## src/rtl/per_pkg.sv

```systemverilog
// Shared definitions for the mask-driven bit permutation blocks.
package per_pkg;

   localparam int PER_WIDTH = 32;

   // Control states of the iterative permutation engines.
   typedef enum logic [1:0] {
      PER_IDLE = 2'd0,
      PER_RUN  = 2'd1,
      PER_DONE = 2'd2
   } per_state_t;

   // Six bits so that the low pointer can step to 32 and the high pointer
   // can step below 0 after the last bit of its group without aliasing
   // into a live index.
   typedef logic [5:0] per_ptr_t;

endpackage

```

## src/rtl/unper_step.sv

```systemverilog
// Combinational lane group of the inverse permutation: resolves LANES
// consecutive result indices i, i-1, ..., i-LANES+1, chaining the j/k
// pointers from one lane to the next.
module unper_step
   import per_pkg::*;
#(
   parameter int LANES = 4
) (
   input  logic [PER_WIDTH-1:0] p,
   input  logic [PER_WIDTH-1:0] y,
   input  logic [4:0]           i_idx,
   input  per_ptr_t             j_ptr,
   input  per_ptr_t             k_ptr,
   output logic [LANES-1:0]     bits,
   output per_ptr_t             j_next,
   output per_ptr_t             k_next,
   output logic [5:0]           ones
);

   per_ptr_t   j_t;
   per_ptr_t   k_t;
   logic [4:0] m;

   // Walk the lanes MSB first; bits[LANES-1] belongs to index i_idx.
   always_comb begin
      j_t  = j_ptr;
      k_t  = k_ptr;
      ones = 6'd0;
      bits = '0;
      m    = i_idx;
      for (int l = 0; l < LANES; l++) begin
         m = i_idx - 5'(l);
         if (y[m]) begin
            bits[LANES-1-l] = p[j_t[4:0]];
            j_t             = j_t - 6'd1;
            ones            = ones + 6'd1;
         end else begin
            bits[LANES-1-l] = p[k_t[4:0]];
            k_t             = k_t + 6'd1;
         end
      end
      j_next = j_t;
      k_next = k_t;
   end

endmodule

```

## src/rtl/unper_32b.sv

```systemverilog
// Inverse of the 32-bit mask-driven bit permutation. Accepts a permuted
// word P and its mask Y, then recovers X over WIDTH/LANES RUN cycles.
// Optional build macro UNPER_SCRUB_EN: clears X, ones_cnt and the latched
// P/Y copies on the output handshake edge.
module unper_32b
   import per_pkg::*;
#(
   parameter int WIDTH = 32,
   parameter int LANES = 4
) (
   input  logic             clk,
   input  logic             rst,
   input  logic             in_valid,
   output logic             in_ready,
   input  logic [WIDTH-1:0] P,
   input  logic [WIDTH-1:0] Y,
   output logic             out_valid,
   input  logic             out_ready,
   output logic [WIDTH-1:0] X,
   output logic [5:0]       ones_cnt
);

   per_state_t       state_q, state_d;
   logic [WIDTH-1:0] p_q, p_d;
   logic [WIDTH-1:0] y_q, y_d;
   logic [4:0]       i_q, i_d;
   per_ptr_t         j_q, j_d;
   per_ptr_t         k_q, k_d;
   logic [WIDTH-1:0] xacc_q, xacc_d;
   logic [WIDTH-1:0] x_q, x_d;
   logic [5:0]       ones_q, ones_d;

   logic [LANES-1:0] step_bits;
   per_ptr_t         step_j;
   per_ptr_t         step_k;
   logic [5:0]       step_ones;
   logic [WIDTH-1:0] acc_next;
   logic             last_group;

   unper_step #(
      .LANES (LANES)
   ) u_step (
      .p      (p_q),
      .y      (y_q),
      .i_idx  (i_q),
      .j_ptr  (j_q),
      .k_ptr  (k_q),
      .bits   (step_bits),
      .j_next (step_j),
      .k_next (step_k),
      .ones   (step_ones)
   );

   // The group holding index 0 is the one whose top index is LANES-1.
   assign last_group = (i_q == 5'(LANES - 1));

   // Merge the current lane group into the accumulator.
   always_comb begin
      acc_next               = xacc_q;
      acc_next[i_q -: LANES] = step_bits;
   end

   // Next-state and datapath update for IDLE/RUN/DONE.
   always_comb begin
      state_d = state_q;
      p_d     = p_q;
      y_d     = y_q;
      i_d     = i_q;
      j_d     = j_q;
      k_d     = k_q;
      xacc_d  = xacc_q;
      x_d     = x_q;
      ones_d  = ones_q;
      case (state_q)
         PER_IDLE: begin
            if (in_valid) begin
               p_d     = P;
               y_d     = Y;
               i_d     = 5'd31;
               j_d     = 6'd31;
               k_d     = 6'd0;
               xacc_d  = '0;
               ones_d  = 6'd0;
               state_d = PER_RUN;
            end else begin
               state_d = PER_IDLE;
            end
         end
         PER_RUN: begin
            xacc_d = acc_next;
            j_d    = step_j;
            k_d    = step_k;
            ones_d = ones_q + step_ones;
            i_d    = i_q - 5'(LANES);
            if (last_group) begin
               x_d     = acc_next;
               state_d = PER_DONE;
            end else begin
               state_d = PER_RUN;
            end
         end
         PER_DONE: begin
            if (out_ready) begin
               state_d = PER_IDLE;
`ifdef UNPER_SCRUB_EN
               x_d    = '0;
               ones_d = 6'd0;
               p_d    = '0;
               y_d    = '0;
               xacc_d = '0;
`endif
            end else begin
               state_d = PER_DONE;
            end
         end
         default: begin
            state_d = PER_IDLE;
         end
      endcase
   end

   // State and datapath registers; reset aborts any work in flight.
   always_ff @(posedge clk or posedge rst) begin
      if (rst) begin
         state_q <= PER_IDLE;
         p_q     <= '0;
         y_q     <= '0;
         i_q     <= 5'd31;
         j_q     <= 6'd31;
         k_q     <= 6'd0;
         xacc_q  <= '0;
         x_q     <= '0;
         ones_q  <= 6'd0;
      end else begin
         state_q <= state_d;
         p_q     <= p_d;
         y_q     <= y_d;
         i_q     <= i_d;
         j_q     <= j_d;
         k_q     <= k_d;
         xacc_q  <= xacc_d;
         x_q     <= x_d;
         ones_q  <= ones_d;
      end
   end

   assign in_ready  = (state_q == PER_IDLE);
   assign out_valid = (state_q == PER_DONE);
   assign X         = x_q;
   assign ones_cnt  = ones_q;

endmodule

```

## config.mk

```make
export PLATFORM = sky130hd
export DESIGN_NAME = unper_32b
export DESIGN_NICKNAME = d
export VERILOG_FILES = /design/src/rtl/per_pkg.sv /design/src/rtl/unper_step.sv /design/src/rtl/unper_32b.sv
export SDC_FILE = /design/constraint.sdc
export NUM_CORES = 1
export LEC_CHECK = 0
export ABC_AREA = 1
export CELL_PAD_IN_SITES_DETAIL_PLACEMENT = 1
export CELL_PAD_IN_SITES_GLOBAL_PLACEMENT = 1
export CORE_ASPECT_RATIO = 1.4
export CORE_MARGIN = 3
export CORE_UTILIZATION = 52
export CTS_BUF_LIST = sky130_fd_sc_hd__clkbuf_8
export CTS_CLUSTER_SIZE = 8
export DETAILED_ROUTE_END_ITERATION = 8
export DONT_BUFFER_PORTS = 1
export GPL_TIMING_DRIVEN = 1
export PLACE_DENSITY_LB_ADDON = 0.1
export SLEW_MARGIN = 25
export SYNTH_ARGS = -nofsm -noshare
export SYNTH_HDL_FRONTEND = slang
export SYNTH_SLANG_ARGS = --single-unit
export TNS_END_PERCENT = 100
```

## constraint.sdc

```tcl
create_clock -name clk -period 8.5 [get_ports clk]
set_input_delay 2.125 -clock clk [delete_from_list [all_inputs] [get_ports clk]]
set_output_delay 2.125 -clock clk [all_outputs]
set_load 0.02 [all_outputs]
```

* Word level (Yosys, flattened, before mapping) *
Index checks and enable logic that the tools add are counted.

operators by class
  add/sub/neg operators = 17
  $lt $le $gt $ge = 12
  reduce and logical (&&, ||, !) cells = 5
  equal/unequal tests = 4
  multiplexer cells = 54
  shifts and indexed selects = 2

operator list
  operator                                                                      count
  6-bit two-way mux                                                             13
  5-bit by 6-bit less-than comparator with 1-bit output, second input constant  12
  32-bit one-hot mux with 2 select lines                                        1
  1-bit binary-select mux with 5-bit select                                     12
  6-bit by 1-bit adder with 6-bit output, second input constant                 6
  6-bit one-hot mux with 2 select lines                                         3
  4-bit by 7-bit variable shift with 35-bit output, first input constant        1
  4-bit by 7-bit variable part select with 35-bit output                        1
  32-bit bitwise mux                                                            1
  32-bit two-way mux                                                            1
  6-bit by 1-bit subtractor with 6-bit output, second input constant            4
  1-bit two-way mux                                                             18
  5-bit one-hot mux with 2 select lines                                         1
  5-bit by 2-bit subtractor with 5-bit output, second input constant            2
  5-bit negation with 7-bit output                                              1
  6-bit adder                                                                   1
  2-bit one-hot mux with 3 select lines                                         1
  2-bit AND reduction                                                           3
  5-bit by 2-bit equality test with 1-bit output, second input constant         1
  5-bit two-way mux                                                             1
  5-bit by 1-bit subtractor with 5-bit output, second input constant            1
  5-bit by 3-bit subtractor with 5-bit output, second input constant            1
  2-bit two-way mux                                                             2
  1-bit by 1-bit adder with 2-bit output, second input constant                 1
  5 further kinds                                                               5

word-level totals
  word-level logic and storage cells = 103
  output and inout port bits = 40
  input port bits = 68
  register bits after elaboration = 153

* Longest topological paths before layout *
  depth after elaboration = 13
  mapped depth = 36
  mapped depth without buffers = 31

* Modules after synthesis *
A second synthesis with hierarchy kept.

second synthesis, totals
  cells, all modules = 1806
  area total of the unflattened synthesis = 11753.8 um^2

modules (own cells, without submodules)
  module      cells an instance  sequential area each (um^2)  times used  area an instance (um^2)
  unper_32b   829                3814.9                       1           6847.8
  unper_step  977                0.0                          1           4906.0

* Least setup slack after synthesis *
No wires, ideal clock.

  path kind = reg2reg
  start = reg i_q[0]
  end = reg xacc_q[12]
  path slack = 4223 ps
  required time = 8382 ps
  clock period less this slack = 4277 ps
  cell stages (with the launch flop) = 34
  library setup time = 118 ps
  buffers on the path = 5
  arrival = 4159 ps
  cells stage by stage = dfstp_2 buf_6 inv_2 buf_6 buf_2 ha_1 buf_2 inv_2 nand3_1 nand3_1 nand3_1 nand2_2 inv_4 nand3_1 nand2_1 nand2_2 buf_2 inv_1 ha_1 or2_2 nand2_2 nand3_1 nand2_1 nand2_1 nand2_1 nand2_1 nand3_1 nand3_1 nand3_2 nor2_4 o21ai_4 nand2_1 nand3_1 nand2_1

between the ends
  word-level cells in the longest chain between the ends = 13
  elaborated cells on any way between the ends = 42
  classes of those cells = add/sub (8); shift (2); mux (32)

ends and longest elaborated chain
  what                                                                                                          line                                text
  from (decl)                                                                                                   unper_32b.sv:26                     logic [4:0] i_q, i_d;
  from (signal assigned)                                                                                        unper_32b.sv:138                    i_q <= i_d;
  1-bit binary-select mux with 5-bit select                                                                     unper_step.sv:33                    if (y[m]) begin
  1-bit two-way mux (implied by the code)                                                                       unper_step.sv:33
  6-bit two-way mux                                                                                             unper_step.sv:33
  6-bit by 1-bit adder with 6-bit output / 6-bit by 1-bit subtractor with 6-bit output (equally long branches)  unper_step.sv:39, unper_step.sv:35
  6-bit two-way mux                                                                                             unper_step.sv:33
  6-bit by 1-bit adder with 6-bit output / 6-bit by 1-bit subtractor with 6-bit output (equally long branches)  unper_step.sv:39, unper_step.sv:35
  6-bit two-way mux                                                                                             unper_step.sv:33
  1-bit binary-select mux with 5-bit select, on equally long branches                                           unper_step.sv:38, unper_step.sv:34
  1-bit two-way mux, on equally long branches                                                                   unper_step.sv:38, unper_step.sv:34
  1-bit two-way mux                                                                                             unper_step.sv:33
  4-bit by 7-bit variable part select with 35-bit output                                                        unper_32b.sv:60                     acc_next[i_q -: LANES] = step_bits;
  32-bit bitwise mux *                                                                                          unper_32b.sv:60
  32-bit one-hot mux with 2 select lines *                                                                      unper_32b.sv:74                     case (state_q)
  to (signal assigned)                                                                                          unper_32b.sv:131                    xacc_q <= '0;
  to (signal assigned)                                                                                          unper_32b.sv:141                    xacc_q <= xacc_d;
  to (decl)                                                                                                     unper_32b.sv:29                     logic [WIDTH-1:0] xacc_q, xacc_d;

Mark *: on every way between the ends. The rest lies on a longest branch, timed or not. The select of a mux whose other input is x is not followed.
A chain may end at the register's enable or synchronous reset.

* Worst setup path after layout *
  start = reg i_q[0]
  end = reg xacc_q[1]

The elaborated chain is that of the path after synthesis.

==> impl_metrics.env <==
export IMPL_synth_xor_area_frac=0.0207
export IMPL_wire_length_of_the_first_global_routing_pass_microns=67500
export IMPL_gp_congestion=1.03
export IMPL_synth_mux_area_fraction=0
export IMPL_vias_in_the_first_global_route=11700
export IMPL_post_synth_instance_area_sq_um=10700
export IMPL_areaGrowthSynthToFinish_pct=3.52
export IMPL_grt_util_all_layers=0.390
export IMPL_drt_vias_per_instance=6.37
export IMPL_dominant_combinational_cell_family_by_area_after_synthesis="simple AND/OR/NAND/NOR gates"
export IMPL_cts_setup_buffers=0
export IMPL_final_setup_viol_count=0
export IMPL_outcome="completed"
export IMPL_cp_num_buf_inv=3
export IMPL_crit_arrival_ns=6.44
export IMPL_netlist_instances=1564
export IMPL_avgRoutedWirePerCell_microns=24.5
export IMPL_sink_count_of_the_clock_tree=150
export IMPL_tritoncts_clock_tree="built"
export IMPL_vias=11300
export IMPL_tightestPinTransition_ns=1.02
export IMPL_yosys_area_share_simple=0.350
export IMPL_synth_enable_flop_cells=0
export IMPL_dieArea_sq_um=22400
export IMPL_max_cap_viol_count=0
export IMPL_post_cts_resize_count=0
export IMPL_die_width_microns=127
export IMPL_critical_path_max_stage_delay_ns=0.55
export IMPL_max_freq_ghz=0.164
export IMPL_ys_seq_elements=150
export IMPL_clk_insertion_delay_late_ns=0.49
export IMPL_global_route_overflow_total=0
export IMPL_layout_commonest_cell="sky130_fd_sc_hd__nand2_1"
export IMPL_post_synthesis_adder_cell_area_fraction=0.0240
export IMPL_clk_root_buffer_cell="sky130_fd_sc_hd__clkbuf_8"
export IMPL_crit_family="simple AND/OR/NAND/NOR gates"
export IMPL_layout_worst_path_cycle_share=0.715
export IMPL_synth_compound_area_share=0.170
export IMPL_grt_start_max_net_pins=111
export IMPL_cp_start_kind="flop"
export IMPL_cts_max_level=4
export IMPL_cts_inserted_buffers=17
export IMPL_starting_density_of_the_core=0.534
export IMPL_placedCellCount=1739
export IMPL_detailed_place_hpwl_microns=30100
export IMPL_hold_viol_final=0
export IMPL_finalWorstPathRequiredPeriod_ns=6.08
export IMPL_count_of_buffers_from_port_buffering=0
export IMPL_yosys_most_used_dff="sky130_fd_sc_hd__dfrtp_1"
export IMPL_final_setup_tns_ns=0
export IMPL_row_count=61
export IMPL_postSynthNetCount=1652
export IMPL_core_area_sq_um=20100
export IMPL_synth_area_per_cell_sq_um=6.86
export IMPL_totalWireLength_microns=43400
export IMPL_yosys_cell_types_count=53
export IMPL_cts_hold_buffers_added=0
export IMPL_endpoint_kind="flop"
export IMPL_cpMaxStageDelayCell="sky130_fd_sc_hd__dfstp_2"
export IMPL_finalNetCount=1595
export IMPL_drc=0
export IMPL_crit_top_cell="sky130_fd_sc_hd__nand3_1"
export IMPL_number_of_iterations_in_the_first_detailed_routing_pass=5
export IMPL_clk_transition_reported_paths_ns=0.10
export IMPL_finish_cell_count_without_fillers=1773
export IMPL_ctsLongestPathBuffers=2
export IMPL_setup_ws_ns=2.42
export IMPL_crit_required_ns=8.86
export IMPL_relative_slew_margins=0.321
export IMPL_layout_drive_gt1_share=0.0993
export IMPL_ys_async_sr_fraction=1.00
export IMPL_dp_slack_ns=2.64
export IMPL_detail_route_iter0_violations=1028
export IMPL_fillerInstances=2669
export IMPL_min_path_type="flop to flop"
export IMPL_synthesis_yosys_warnings=0
export IMPL_finalMaxSlewViolations=0
export IMPL_yosysSeqAreaShare=0.351
export IMPL_die_height_microns=176
export IMPL_crit_type="flop to flop"
export IMPL_initial_antenna_violation_count=1
export IMPL_grt_setup_unrepaired="no"
export IMPL_finalClockSkew_ns=0.0226
export IMPL_cp_max_fo=53
export IMPL_detail_route_antenna_nets=0
export IMPL_most_common_layout_cells="449 x sky130_fd_sc_hd__nand2_1, 244 x sky130_fd_sc_hd__nand3_1, 168 x sky130_fd_sc_hd__o21ai_0"
export IMPL_i_o_pins=108
-- through the flow --
step | hold slack [ns] | area (sq um) | util
global route | 0.511 | 11100 | 0.553
detailed placement | 0.463 | 10700 | 0.532
global placement | 0.454 | 10700 | 0.532
floorplan | 0.442 | 10700 | -
CTS | 0.489 | 11100 | 0.551
finish | 0.489 | 11100 | 0.553
-- cell usage after synthesis, types with 9 or more instances --
cell type	instances	area, sq um
sky130_fd_sc_hd__inv_1	100	375
sky130_fd_sc_hd__ha_1	19	238
sky130_fd_sc_hd__nand3_1	244	1220
sky130_fd_sc_hd__nand2_1	449	1690
sky130_fd_sc_hd__nand2_2	23	144
sky130_fd_sc_hd__clkbuf_1	46	173
sky130_fd_sc_hd__o211ai_1	49	368
sky130_fd_sc_hd__buf_2	20	100
sky130_fd_sc_hd__a21oi_1	68	340
sky130_fd_sc_hd__or2_2	21	131
sky130_fd_sc_hd__inv_2	19	71.3
sky130_fd_sc_hd__o22ai_1	11	68.8
sky130_fd_sc_hd__nor2_1	66	248
sky130_fd_sc_hd__nand3_2	11	110
sky130_fd_sc_hd__o21ai_0	168	841
sky130_fd_sc_hd__dfrtp_1	141	3530
sky130_fd_sc_hd__xor2_1	14	123
sky130_fd_sc_hd__dfstp_2	9	236
-- worst reg2reg max path: cells and delay by family, from the launching register on --
kind	cells	cell delay, ns
compound gates	2	0.58
fa+ha+maj	2	0.73
buf+inv	3	0.95
flops	1	0.55
simple gates	21	3.16
-- kinds of logic after synthesis --
logic type / Yosys count
flip-flops: 150
XOR/XNOR: 21
AND/OR/NAND/NOR: 840
buffers and inverters: 212
other: 1
adder cells (fa/ha/maj): 20
AO/OA/AOI/OAI: 320
-- flip-flops by register name, summed over array words and instances, names as in the netlist --
signal    count
k_q           5
y_q          32
j_q           5
xacc_q       32
state_q       2
X            32
p_q          32
i_q           4
ones_cnt      6
-- worst paths after layout --
path	to	from	slack, ns	cells after the start
setup / recovery	xacc_q[1]	i_q[0]	2.42	28
hold / removal	xacc_q[30]	xacc_q[30]	0.49	2
setup reg to reg	xacc_q[1]	i_q[0]	2.42	28
hold reg to reg	xacc_q[30]	xacc_q[30]	0.49	2
max in group asynchronous	state_q[0]	rst	5.44	2
min in group asynchronous	y_q[9]	rst	1.65	1
-- per-layer routing --
layer	GRT usage	vias up	wire length [microns]
met5	0	-	0
met4	0.268	0	3600
met3	0.0569	172	2540
met2	0.669	452	21400
met1	0.442	5560	15900
li1	-	5107	-
-- layout make-up --
class	instances	area, sq um	area share
Antenna cell	1	2.50	0.000225
Clock buffer	17	234	0.0211
Clock inverter	15	153	0.0138
Inverter	128	488	0.0440
Multi-Input combinational cell	1202	6060	0.546
Sequential cell	150	3760	0.339
Tap cell	252	315	0.0284
Timing Repair Buffer	8	80.1	0.00721
Power is not shown: default switching activity piles up to over one toggle a cycle in this logic, so the estimate is an artifact.
